==> src/rtl/seg7_scan_driver.sv <==
`default_nettype none
// ============================================================================
// Module   : seg7_scan_driver
// Function : 4-digit common-anode 7-segment scanner, frame-aligned updates
// Revision : 1.0
// ============================================================================
module seg7_scan_driver #(
    parameter int REFRESH_DIV = 100000,
    parameter bit BLANK_EN    = 1'b1
) (
    input  logic       clk,
    input  logic       rst_n,
    input  logic       load,
    input  logic [3:0] hundreds,
    input  logic [3:0] tens,
    input  logic [3:0] ones,
    input  logic       neg,
    output logic [3:0] an,
    output logic [6:0] seg,
    output logic       dp,
    output logic       frame_tick
);

    localparam int               c_CNT_W     = $clog2(REFRESH_DIV);
    localparam logic [c_CNT_W-1:0] c_CNT_LAST = c_CNT_W'(REFRESH_DIV - 1);
    localparam logic [6:0]       c_SEG_BLANK = 7'b1111111;
    localparam logic [6:0]       c_SEG_MINUS = 7'b0111111;
    localparam logic [6:0]       c_SEG_ERR   = 7'b0000110;

    typedef enum logic [1:0] {
        DIG_ONES     = 2'd0,
        DIG_TENS     = 2'd1,
        DIG_HUNDREDS = 2'd2,
        DIG_SIGN     = 2'd3
    } digit_e;

    logic [c_CNT_W-1:0] r_cnt;
    digit_e             r_digit;
    digit_e             w_digit_next;
    logic               w_cnt_term;
    logic               w_frame_wrap;

    logic [3:0]         r_cap_hundreds;
    logic [3:0]         r_cap_tens;
    logic [3:0]         r_cap_ones;
    logic               r_cap_neg;
    logic [3:0]         r_disp_hundreds;
    logic [3:0]         r_disp_tens;
    logic [3:0]         r_disp_ones;
    logic               r_disp_neg;
    logic               r_pending;

    logic [3:0]         w_digit_val;
    logic               w_blank;
    logic [6:0]         w_seg_next;
    logic [3:0]         w_an_next;
    logic [3:0]         r_an;
    logic [6:0]         r_seg;

    function automatic logic [6:0] f_glyph(input logic [3:0] d);
        logic [6:0] g;
        case (d)
            4'd0:    g = 7'b1000000;
            4'd1:    g = 7'b1111001;
            4'd2:    g = 7'b0100100;
            4'd3:    g = 7'b0110000;
            4'd4:    g = 7'b0011001;
            4'd5:    g = 7'b0010010;
            4'd6:    g = 7'b0000010;
            4'd7:    g = 7'b1111000;
            4'd8:    g = 7'b0000000;
            4'd9:    g = 7'b0010000;
            default: g = c_SEG_ERR;
        endcase
        return g;
    endfunction

    assign w_cnt_term   = (r_cnt == c_CNT_LAST);
    assign w_frame_wrap = w_cnt_term && (r_digit == DIG_SIGN);

    always_ff @(posedge clk or negedge rst_n) begin
        if (!rst_n) begin
            r_cnt <= '0;
        end else if (w_cnt_term) begin
            r_cnt <= '0;
        end else begin
            r_cnt <= r_cnt + 1'b1;
        end
    end

    always_ff @(posedge clk or negedge rst_n) begin
        if (!rst_n) begin
            r_digit <= DIG_ONES;
        end else begin
            r_digit <= w_digit_next;
        end
    end

    always_comb begin
        w_digit_next = r_digit;
        if (w_cnt_term) begin
            case (r_digit)
                DIG_ONES:     w_digit_next = DIG_TENS;
                DIG_TENS:     w_digit_next = DIG_HUNDREDS;
                DIG_HUNDREDS: w_digit_next = DIG_SIGN;
                DIG_SIGN:     w_digit_next = DIG_ONES;
                default:      w_digit_next = DIG_ONES;
            endcase
        end
    end

    // A load coinciding with the wrap bypasses the capture stage so it lands this frame.
    always_ff @(posedge clk or negedge rst_n) begin
        if (!rst_n) begin
            r_cap_hundreds  <= 4'd0;
            r_cap_tens      <= 4'd0;
            r_cap_ones      <= 4'd0;
            r_cap_neg       <= 1'b0;
            r_disp_hundreds <= 4'd0;
            r_disp_tens     <= 4'd0;
            r_disp_ones     <= 4'd0;
            r_disp_neg      <= 1'b0;
            r_pending       <= 1'b0;
        end else begin
            if (load) begin
                r_cap_hundreds <= hundreds;
                r_cap_tens     <= tens;
                r_cap_ones     <= ones;
                r_cap_neg      <= neg;
            end
            if (w_frame_wrap && load) begin
                r_disp_hundreds <= hundreds;
                r_disp_tens     <= tens;
                r_disp_ones     <= ones;
                r_disp_neg      <= neg;
                r_pending       <= 1'b0;
            end else if (w_frame_wrap && r_pending) begin
                r_disp_hundreds <= r_cap_hundreds;
                r_disp_tens     <= r_cap_tens;
                r_disp_ones     <= r_cap_ones;
                r_disp_neg      <= r_cap_neg;
                r_pending       <= 1'b0;
            end else if (load) begin
                r_pending <= 1'b1;
            end
        end
    end

    // Blanking only ever applies to a zero digit, so non-BCD codes always show 'E'.
    always_comb begin
        w_digit_val = r_disp_ones;
        w_blank     = 1'b0;
        w_seg_next  = c_SEG_BLANK;
        case (r_digit)
            DIG_ONES: begin
                w_digit_val = r_disp_ones;
            end
            DIG_TENS: begin
                w_digit_val = r_disp_tens;
                w_blank     = BLANK_EN && (r_disp_hundreds == 4'd0) && (r_disp_tens == 4'd0);
            end
            DIG_HUNDREDS: begin
                w_digit_val = r_disp_hundreds;
                w_blank     = BLANK_EN && (r_disp_hundreds == 4'd0);
            end
            default: begin
                w_digit_val = r_disp_ones;
            end
        endcase
        if (r_digit == DIG_SIGN) begin
            w_seg_next = r_disp_neg ? c_SEG_MINUS : c_SEG_BLANK;
        end else if (w_blank) begin
            w_seg_next = c_SEG_BLANK;
        end else begin
            w_seg_next = f_glyph(w_digit_val);
        end
    end

    assign w_an_next = ~(4'b0001 << r_digit);

    always_ff @(posedge clk or negedge rst_n) begin
        if (!rst_n) begin
            r_an  <= 4'b1111;
            r_seg <= c_SEG_BLANK;
        end else begin
            r_an  <= w_an_next;
            r_seg <= w_seg_next;
        end
    end

    assign an         = r_an;
    assign seg        = r_seg;
    assign dp         = 1'b1;
    assign frame_tick = w_frame_wrap;

endmodule
`default_nettype wire

==> config.mk <==
export PLATFORM = sky130hd
export DESIGN_NAME = seg7_scan_driver
export DESIGN_NICKNAME = d
export VERILOG_FILES = /design/src/rtl/seg7_scan_driver.sv
export SDC_FILE = /design/constraint.sdc
export NUM_CORES = 1
export LEC_CHECK = 0
export BUFFER_PORTS_ARGS = -buffer_cell sky130_fd_sc_hd__buf_4
export CAP_MARGIN = 25
export CORE_ASPECT_RATIO = 1.1
export CORE_MARGIN = 2
export CORE_UTILIZATION = 30
export DETAILED_ROUTE_END_ITERATION = 8
export SETUP_SLACK_MARGIN = 0.5
export SYNTH_ARGS = -nofsm -noshare
export SYNTH_HDL_FRONTEND = slang
export SYNTH_SLANG_ARGS = --single-unit
==> constraint.sdc <==
create_clock -name clk -period 2.8 [get_ports clk]
set_input_delay 0.56 -clock clk [delete_from_list [all_inputs] [get_ports clk]]
set_output_delay 0.56 -clock clk [all_outputs]
set_load 0.005 [all_outputs]
==> flow_metrics.py, run 1 <==
metrics = {
    "outcome": {
        "status": "finished clean",
    },
    "synthesis": {
        "synthCells": 223,
        "yosysWarnings": 0,
        "ys_types": 43,
        "syn_avg_cell_area_um2": 11.9,
        "synthXorXnorAreaFrac": 0.0427,
        "ys_ff_latch": 57,
        "synth-simple-area-share": 0.129,
        "syn_area_um2": 2660,
        "ys_seq_area_frac": 0.541,
        "synth_mux_area_frac": 0.123,
        "synth-async-reset-ratio": 1.00,
        "synthFlopType": "dfrtp_1",
        "synth.net_count": 250,
        "synthAdderAreaFrac": 0.0517,
        "synth_edf_count": 0,
        "synth_top_family_by_area": "simple AND/OR/NAND/NOR gates",
        "synth_compound_area_frac": 0.0766,
    },
    "critical_path": {
        "reg2reg_depth": 7,
        "arrival_ps": 1860,
        "worstPathMaxFanout": 2,
        "worstReg2RegEnd": "r_disp_tens[1]",
        "regToRegSetupSlack_ps": 450,
        "worstSetupStartpoint": "r_cnt[6]",
        "timing.critical_path.max_delay_family": "simple AND/OR/NAND/NOR gates",
        "cp-start-kind": "flip-flop",
        "worstSetupPathType": "flip-flop to output pin",
        "required_ps": 2240,
        "crit_slowest_cell": "or4b_4",
        "max_stage_delay_ps": 560,
        "end_kind": "output pin",
        "r2r_start": "r_cnt[6]",
        "path_cells": "or4b_4, nor4_4, and2_4, buf_6",
        "critical_path_buf_inv_count": 1,
    },
    "clocking": {
        "clkTransAtPathRegs_ps": 70,
        "cts-root-buf": "clkbuf_8",
        "cts_tree": "done",
        "htreeDepth": 3,
        "clock_latency_ps": 330,
        "max-clock-path-buffers": 2,
        "cts_buffers": 9,
        "clkSinkCount": 57,
    },
    "layout": {
        "layout.nets": 293,
        "diodes": 0,
        "final_util": 0.378,
        "layout_common_cells": "dfrtp_1 (45), buf_4 (39), nor2_1 (20)",
        "nFillCells": 895,
        "instances_no_fill": 385,
        "final_common_cell": "dfrtp_1",
        "drive_above_1_share": 0.358,
        "area_delta_synth_final_pct": 24.0,
    },
    "worst_hold_path": {
        "worstHoldPathType": "input port to asynchronous set/reset pin",
    },
    "global_routing": {
        "grt_max_degree": 58,
        "grt_usage": 0.114,
        "antenna_found_initial": 0,
        "gr-total-overflow": 0,
        "grt_pass1_vias": 1754,
        "grt_pass1_wl_um": 8410,
    },
    "power": {
        "p_leak_nw": 1.60,
        "power.total_w": 0.00176,
        "powerDensity_nw_per_um2": 532,
        "vdd_ir_drop_max_mv": 0.270,
    },
    "placement": {
        "dp.cells": 358,
        "dp_hpwl_um": 3310,
        "gp_congestion": 0.778,
        "io_buffers": 27,
    },
    "timing": {
        "fin_setup_tns_ps": 0,
        "maxSlewViolCount": 0,
        "setup_viol": 0,
        "slew_headroom": 0.528,
        "fmax_mhz": 413,
        "period_share": 0.865,
        "hold_viol": 0,
        "rsz0062_at_grt": "yes",
        "tightest_slew_ps": 708,
        "fin_crit_ps": 2420,
        "fin_skew_ps": 5.49,
    },
    "die": {
        "die_area_um2": 9650,
        "dieWidth_um": 93.8,
        "chipHeight_um": 103,
        "io_pins": 29,
        "core_area_um2": 8740,
        "num_rows": 36,
        "start_util": 0.305,
    },
    "routing": {
        "wire_per_inst_um": 12.7,
        "dr.pass1.iters": 4,
        "first_iter_violations": 78,
        "ant_nets": 0,
        "viasPerCell": 4.65,
        "wl_um": 4890,
        "vias": 1791,
        "drcViolationCount": 0,
    },
    "run": {
        "maxCapViolations": 0,
    },
}
## per-stage QoR
step	setup WS, ps	hold WS [ps]	area [µm²]
2_1_floorplan	755	264	2660
3_3_place_gp	578	453	2980
3_5_place_dp	530	447	2980
4_1_cts	365	309	3250
5_1_grt	299	344	3300
6_report	377	269	3300
## metal layers
metal,share of wire,GRT usage
met1,0.47,0.151
met2,0.46,0.169
met3,0.050,0.0351
met4,0.024,0.0557
met5,0,0
## registers in the layout, indices dropped and copies added (netlist names), 2 cells and up
| name | cells |
|---|---|
| an | 4 |
| r_cap_hundreds | 4 |
| r_cap_ones | 4 |
| r_cap_tens | 4 |
| r_cnt | 17 |
| r_digit | 2 |
| r_disp_hundreds | 4 |
| r_disp_ones | 4 |
| r_disp_tens | 4 |
| seg | 7 |
## kinds of logic (layout without fill, tap and decap cells)
logic type	Yosys count	after routing
other	1	1
buffers and inverters	21	69
AOI/OAI and AO/OA	31	31
xor gates and xnor gates	13	13
muxes	26	26
DFF	57	57
and+or+nand+nor	63	63
adders and majority gates	11	11
## where the power goes
group / switching [W] / internal, W / total, W
logic: 0.0000447 / 0.0000439 / 0.0000886
clock network: 0.000325 / 0.000482 / 0.000807
registers: 0.00000865 / 0.000853 / 0.000862
## layout make-up
class | count | area, µm² | area share
Timing Repair Buffer | 40 | 304 | 0.0920
Multi-Input combinational cell | 145 | 1150 | 0.348
Tap cell | 114 | 143 | 0.0432
Clock buffer | 12 | 165 | 0.0500
Inverter | 13 | 48.8 | 0.0148
Sequential cell | 57 | 1440 | 0.436
Clock inverter | 4 | 50.0 | 0.0152
## synth_stat cells, types with 3 or more instances
cell type / count / share of area
dfrtp_1: 46 / 0.43
nor2_1: 20 / 0.028
inv_1: 13 / 0.018
mux2_2: 13 / 0.055
nand2_1: 12 / 0.017
dfstp_2: 11 / 0.11
ha_1: 11 / 0.052
o21ai_0: 11 / 0.021
mux2_4: 10 / 0.056
xnor2_1: 8 / 0.026
nand3_1: 6 / 0.011
xor2_1: 5 / 0.016
a21oi_1: 4 / 0.0075
a22oi_1: 4 / 0.011
and3_1: 3 / 0.0070
clkbuf_1: 3 / 0.0042
mux2i_1: 3 / 0.011
nand4_1: 3 / 0.0070
nor3_1: 3 / 0.0056
## how the worst max path moves through the flow
stage	endpoint	depth (start not counted)
3_3_place_gp	frame_tick	4
6_report	frame_tick	4
2_1_floorplan	r_disp_hundreds[0]	6
3_5_place_dp	seg[4]	8
5_1_grt	frame_tick	4
4_1_cts	frame_tick	4
## what timing repair did
| action | CTS | global route |
|---|---|---|
| hold buffers | 0 | 0 |
| buffers inserted | 7 | 4 |
| endpoints found under the setup margin | 1 | 18 |
| pin swaps | 2 | 1 |
| resized for setup | 4 | 5 |
No activity file was read; power rests on OpenSTA's default activity.
==> run 2: changes to the inputs <==
- SETUP_SLACK_MARGIN: 0.5 -> 0.15
==> run 2 against run 1 <==
- sequential power is essentially flat
- die area unchanged
- worst setup slack got worse by 98 ps
- combinational power is 0.5% lower
- register-to-register slack improved by 100 ps
- via count fell by 2.7%
- count of clock-buffer cells in the layout unchanged
- non-clock buffer count fell by 11
- largest cell class unchanged
- largest power group unchanged
==> flow_metrics.py, run 2 (same netlist as run 1, synthesis figures left out) <==
metrics = {
    "outcome": {
        "status": "finished clean",
    },
    "layout": {
        "largest_reg_flops": 17,
        "nFillCells": 909,
        "diodes": 0,
        "top_register": "r_cnt",
        "layout_common_cells": "dfrtp_1 (46), buf_4 (29), nor2_1 (20)",
        "drive_above_1_share": 0.315,
        "design_area_um2": 3200,
        "final_util": 0.366,
        "layout.nets": 282,
        "final_common_cell": "dfrtp_1",
        "seq_area_um2": 1440,
        "multi_input_area_um2": 1130,
        "area_delta_synth_final_pct": 20.0,
    },
    "die": {
        "chipHeight_um": 103,
        "core_area_um2": 8740,
        "num_rows": 36,
        "start_util": 0.305,
        "dieWidth_um": 93.8,
        "io_pins": 29,
        "die_area_um2": 9650,
    },
    "global_routing": {
        "top_usage_layer": "met2",
        "grt_pass1_vias": 1725,
        "grt_util_met1": 0.147,
        "grt_max_degree": 58,
        "antenna_found_initial": 0,
        "gr-total-overflow": 0,
        "grt_usage": 0.111,
        "grt_pass1_wl_um": 8220,
        "grt.met3_usage": 0.0417,
        "use_met2": 0.163,
    },
    "placement": {
        "gp_congestion": 0.778,
        "io_buffers": 27,
        "post_dp_cell_area_um2": 2980,
        "dp_hpwl_um": 3310,
    },
    "clocking": {
        "cts_tree": "done",
        "htreeDepth": 3,
        "hold_buffers": 0,
        "cts-root-buf": "clkbuf_8",
        "max-clock-path-buffers": 2,
        "clkSinkCount": 57,
        "clock_latency_ps": 330,
        "clkTransAtPathRegs_ps": 70,
        "cts_resized": 0,
        "cts_buffers": 9,
        "post-cts-setup-buffers": 0,
    },
    "power": {
        "powerDensity_nw_per_um2": 550,
        "clkPwrFrac": 0.460,
        "pwr-share-comb": 0.050,
        "swShare": 0.216,
        "switching_power_w": 0.000379,
        "p_leak_nw": 1.53,
        "p_int_w": 0.00138,
        "power.total_w": 0.00176,
        "vdd_ir_drop_max_mv": 0.205,
        "p_seq_frac": 0.490,
    },
    "timing": {
        "fin_setup_tns_ps": 0,
        "hold_ws_ps": 269,
        "maxSlewViolCount": 0,
        "tightest_slew_ps": 707,
        "hold_viol": 0,
        "fmax_mhz": 397,
        "setup_viol": 0,
        "rsz0062_at_grt": "no",
        "fin_crit_ps": 2520,
        "period_share": 0.900,
        "fin_skew_ps": 5.57,
        "slew_headroom": 0.529,
    },
    "critical_path": {
        "worstPathMaxFanout": 6,
        "crit_slowest_cell": "or4b_1",
        "path_cells": "or4b_1, nor4_2, and2_4, buf_4",
        "timing.critical_path.max_delay_family": "simple AND/OR/NAND/NOR gates",
        "arrival_ps": 1960,
        "reg2reg_depth": 8,
        "end_kind": "output pin",
        "max_stage_delay_ps": 550,
        "worstReg2RegEnd": "seg[1]",
        "critical_path_buf_inv_count": 1,
        "regToRegSetupSlack_ps": 550,
        "required_ps": 2240,
        "worstSetupPathType": "flip-flop to output pin",
        "r2r_start": "r_digit[0]",
        "cp-start-kind": "flip-flop",
    },
    "routing": {
        "wl_um": 4740,
        "wire_per_inst_um": 12.7,
        "drcViolationCount": 0,
        "ant_nets": 0,
        "viasPerCell": 4.66,
        "first_iter_violations": 67,
        "vias": 1743,
        "dr.pass1.iters": 4,
    },
    "run": {
        "maxCapViolations": 0,
    },
    "worst_hold_path": {
        "worstHoldPathType": "input port to asynchronous set/reset pin",
    },
}
## run 2: cell type report
| cell class | instances | area share |
|---|---|---|
| clock inverter | 4 | 0.0157 |
| sequential | 57 | 0.451 |
| timing repair buffer | 29 | 0.0681 |
| inverter | 13 | 0.0153 |
| multi-input combinational | 145 | 0.354 |
| clock buffer | 12 | 0.0517 |
| tap | 114 | 0.0446 |
## run 2: worst max-delay path by stage
stage	end	cells past startpoint	from
2_1_floorplan	r_disp_hundreds[0]	6	r_cnt[11]
3_3_place_gp	frame_tick	4	r_cnt[11]
3_5_place_dp	seg[4]	8	r_digit[0]
4_1_cts	frame_tick	4	r_cnt[11]
5_1_grt	frame_tick	4	r_cnt[11]
6_report	frame_tick	4	r_cnt[11]
## run 2: worst register-to-register path, cell delays in order (launching register included)
cell	delay, ps
dfrtp_1	400
inv_1	90
ha_1	410
o21ai_0	530
inv_1	140
ha_1	320
nor2_1	50
o2bb2ai_1	140
nand2_1	70
## run 2: metal layers
layer  vias up  part of all wire
met2        35              0.45
met3         9             0.051
met5         -                 0
li1        838                 -
met1       861              0.48
met4         0             0.022
## run 2: power by group through the flow
stage | clock network, W | registers (W) | logic, W
final | 0.000808 | 0.000862 | 0.0000882
after global routing | 0.000874 | 0.000864 | 0.000101
after CTS | 0.000835 | 0.000862 | 0.0000923
after detailed placement | 0 | 0.000877 | 0.0000920
after global placement | 0 | 0.000876 | 0.0000906
after floorplan | 0 | 0.000875 | 0.0000432
## run 2: metrics by stage
stage / std cells / worst slack, ps
finish: 374 / 279
detailed placement: 358 / 530
floorplan: 223 / 755
CTS: 374 / 174
global route: 374 / 175
global placement: 358 / 578
==> run 3: changes to the inputs <==
- CELL_PAD_IN_SITES_DETAIL_PLACEMENT: default -> 0
- CELL_PAD_IN_SITES_GLOBAL_PLACEMENT: default -> 1
- PLACE_DENSITY_LB_ADDON: default -> 0.1
==> run 3 against run 2 <==
- register-to-register slack better by 20 ps
- critical path depth stayed put
- first-iteration DRC count is 16% lower
- highest routed layer unchanged
- core utilization is 0.086 points higher
- critical endpoint unchanged
- routed wire length is 13% higher
==> flow_metrics.py, run 3 (same netlist as run 1, synthesis figures left out) <==
metrics = {
    "placement": {
        "gp_congestion": 0.716,
        "preCtsSetupSlack_ps": 529,
        "dp_hpwl_um": 3600,
        "io_buffers": 27,
        "dp.cells": 360,
    },
    "clocking": {
        "clock_latency_ps": 340,
        "htreeDepth": 3,
        "cts_tree": "done",
        "cts-root-buf": "clkbuf_8",
        "post-cts-setup-buffers": 0,
        "clkTransAtPathRegs_ps": 70,
        "cts_buffers": 9,
        "clkSinkCount": 57,
        "max-clock-path-buffers": 2,
    },
    "critical_path": {
        "arrival_ps": 1940,
        "end_kind": "output pin",
        "cp-start-kind": "flip-flop",
        "worstPathMaxFanout": 6,
        "required_ps": 2240,
        "worstSetupPathType": "flip-flop to output pin",
    },
    "timing": {
        "rsz0062_at_grt": "no",
        "setup_viol": 0,
        "layout_setup_ws_ps": 296,
        "fmax_mhz": 399,
        "tightest_slew_ps": 717,
        "slew_headroom": 0.518,
        "fin_skew_ps": 12.6,
        "hold_viol": 0,
        "maxSlewViolCount": 0,
        "fin_setup_tns_ps": 0,
        "fin_crit_ps": 2500,
        "period_share": 0.894,
    },
    "power": {
        "p_leak_nw": 1.55,
        "vdd_ir_drop_max_mv": 0.176,
        "power.total_w": 0.00173,
        "powerDensity_nw_per_um2": 540,
    },
    "layout": {
        "drive_above_1_share": 0.324,
        "largest_reg_flops": 17,
        "layout.nets": 284,
        "top_register": "r_cnt",
        "area_delta_synth_final_pct": 20.2,
        "diodes": 0,
        "final_common_cell": "dfrtp_1",
        "layout_common_cells": "dfrtp_1 (46), buf_4 (31), nor2_1 (20)",
        "instances_no_fill": 376,
        "nFillCells": 891,
    },
    "global_routing": {
        "grt_max_degree": 58,
        "antenna_found_initial": 0,
        "gr-total-overflow": 0,
        "grt.met3_usage": 0.0329,
        "grt_pass1_vias": 1818,
        "grt_pass1_wl_um": 9030,
        "top_usage_layer": "met2",
        "grt_usage": 0.125,
        "use_met2": 0.205,
        "grt_util_met1": 0.152,
    },
    "routing": {
        "wire_per_inst_um": 14.2,
        "first_iter_violations": 56,
        "ant_nets": 0,
        "wl_um": 5340,
        "viasPerCell": 4.63,
        "drcViolationCount": 0,
        "dr.pass1.iters": 4,
        "vias": 1740,
    },
    "die": {
        "core_area_um2": 8740,
        "chipHeight_um": 103,
        "start_util": 0.305,
        "io_pins": 29,
        "die_area_um2": 9650,
        "dieWidth_um": 93.8,
        "num_rows": 36,
    },
    "outcome": {
        "status": "finished clean",
    },
    "run": {
        "maxCapViolations": 0,
    },
    "worst_hold_path": {
        "worstHoldPathType": "input port to asynchronous set/reset pin",
    },
}
-- run 3: layout make-up --
cell class | instances | area [µm²] | area share
inverter | 13 | 48.8 | 0.0152
clock inverter | 6 | 57.6 | 0.0180
tap | 114 | 143 | 0.0445
clock buffer | 10 | 138 | 0.0430
multi-input combinational | 145 | 1140 | 0.357
timing repair buffer | 31 | 233 | 0.0727
sequential | 57 | 1440 | 0.450
-- run 3: metal layers --
metal	up-vias	routed length, µm
met1	861	2390
met2	29	2680
li1	839	-
met5	-	0
met3	11	168
met4	0	107
-- run 3: power by group --
part	leakage [nW]	internal, W	switching (W)	total (W)
Sequential	0.706	0.000853	0.00000841	0.000861
Clock	0.102	0.000429	0.000351	0.000779
Combinational	0.747	0.0000454	0.0000452	0.0000906
-- run 3: final timing paths --
path | startpoint | cells past startpoint | slack, ps | to
setup / recovery | r_cnt[11] | 4 | 300 | frame_tick
hold / removal | rst_n | 1 | 260 | r_cap_hundreds[1]
setup reg to reg | r_cnt[11] | 5 | 570 | r_disp_neg
hold reg to reg | r_disp_neg | 1 | 440 | seg[6]
max in group asynchronous | rst_n | 1 | 2040 | r_cnt[0]
min in group clk | r_disp_neg | 1 | 440 | seg[6]
-- run 3: metrics by stage --
| stage | area [µm²] | hold slack [ps] | utilization |
|---|---|---|---|
| 6_report | 3200 | 257 | 0.367 |
| 5_1_grt | 3200 | 317 | 0.367 |
| 4_1_cts | 3190 | 299 | 0.365 |
| 3_5_place_dp | 2990 | 435 | 0.342 |
| 3_3_place_gp | 2990 | 436 | 0.342 |
| 2_1_floorplan | 2660 | 264 | - |
-- run 3: timing repair --
action	4_1_cts	5_1_grt
gates resized for setup	0	4
endpoints found under the setup margin	0	1
hold buffers	0	0
-- run 3: critical path, stage by stage, from the launching register on --
cell and delay (ps):
dfrtp_1 440, or4b_4 570, nor4_4 280, and2_4 210
buf_4 110
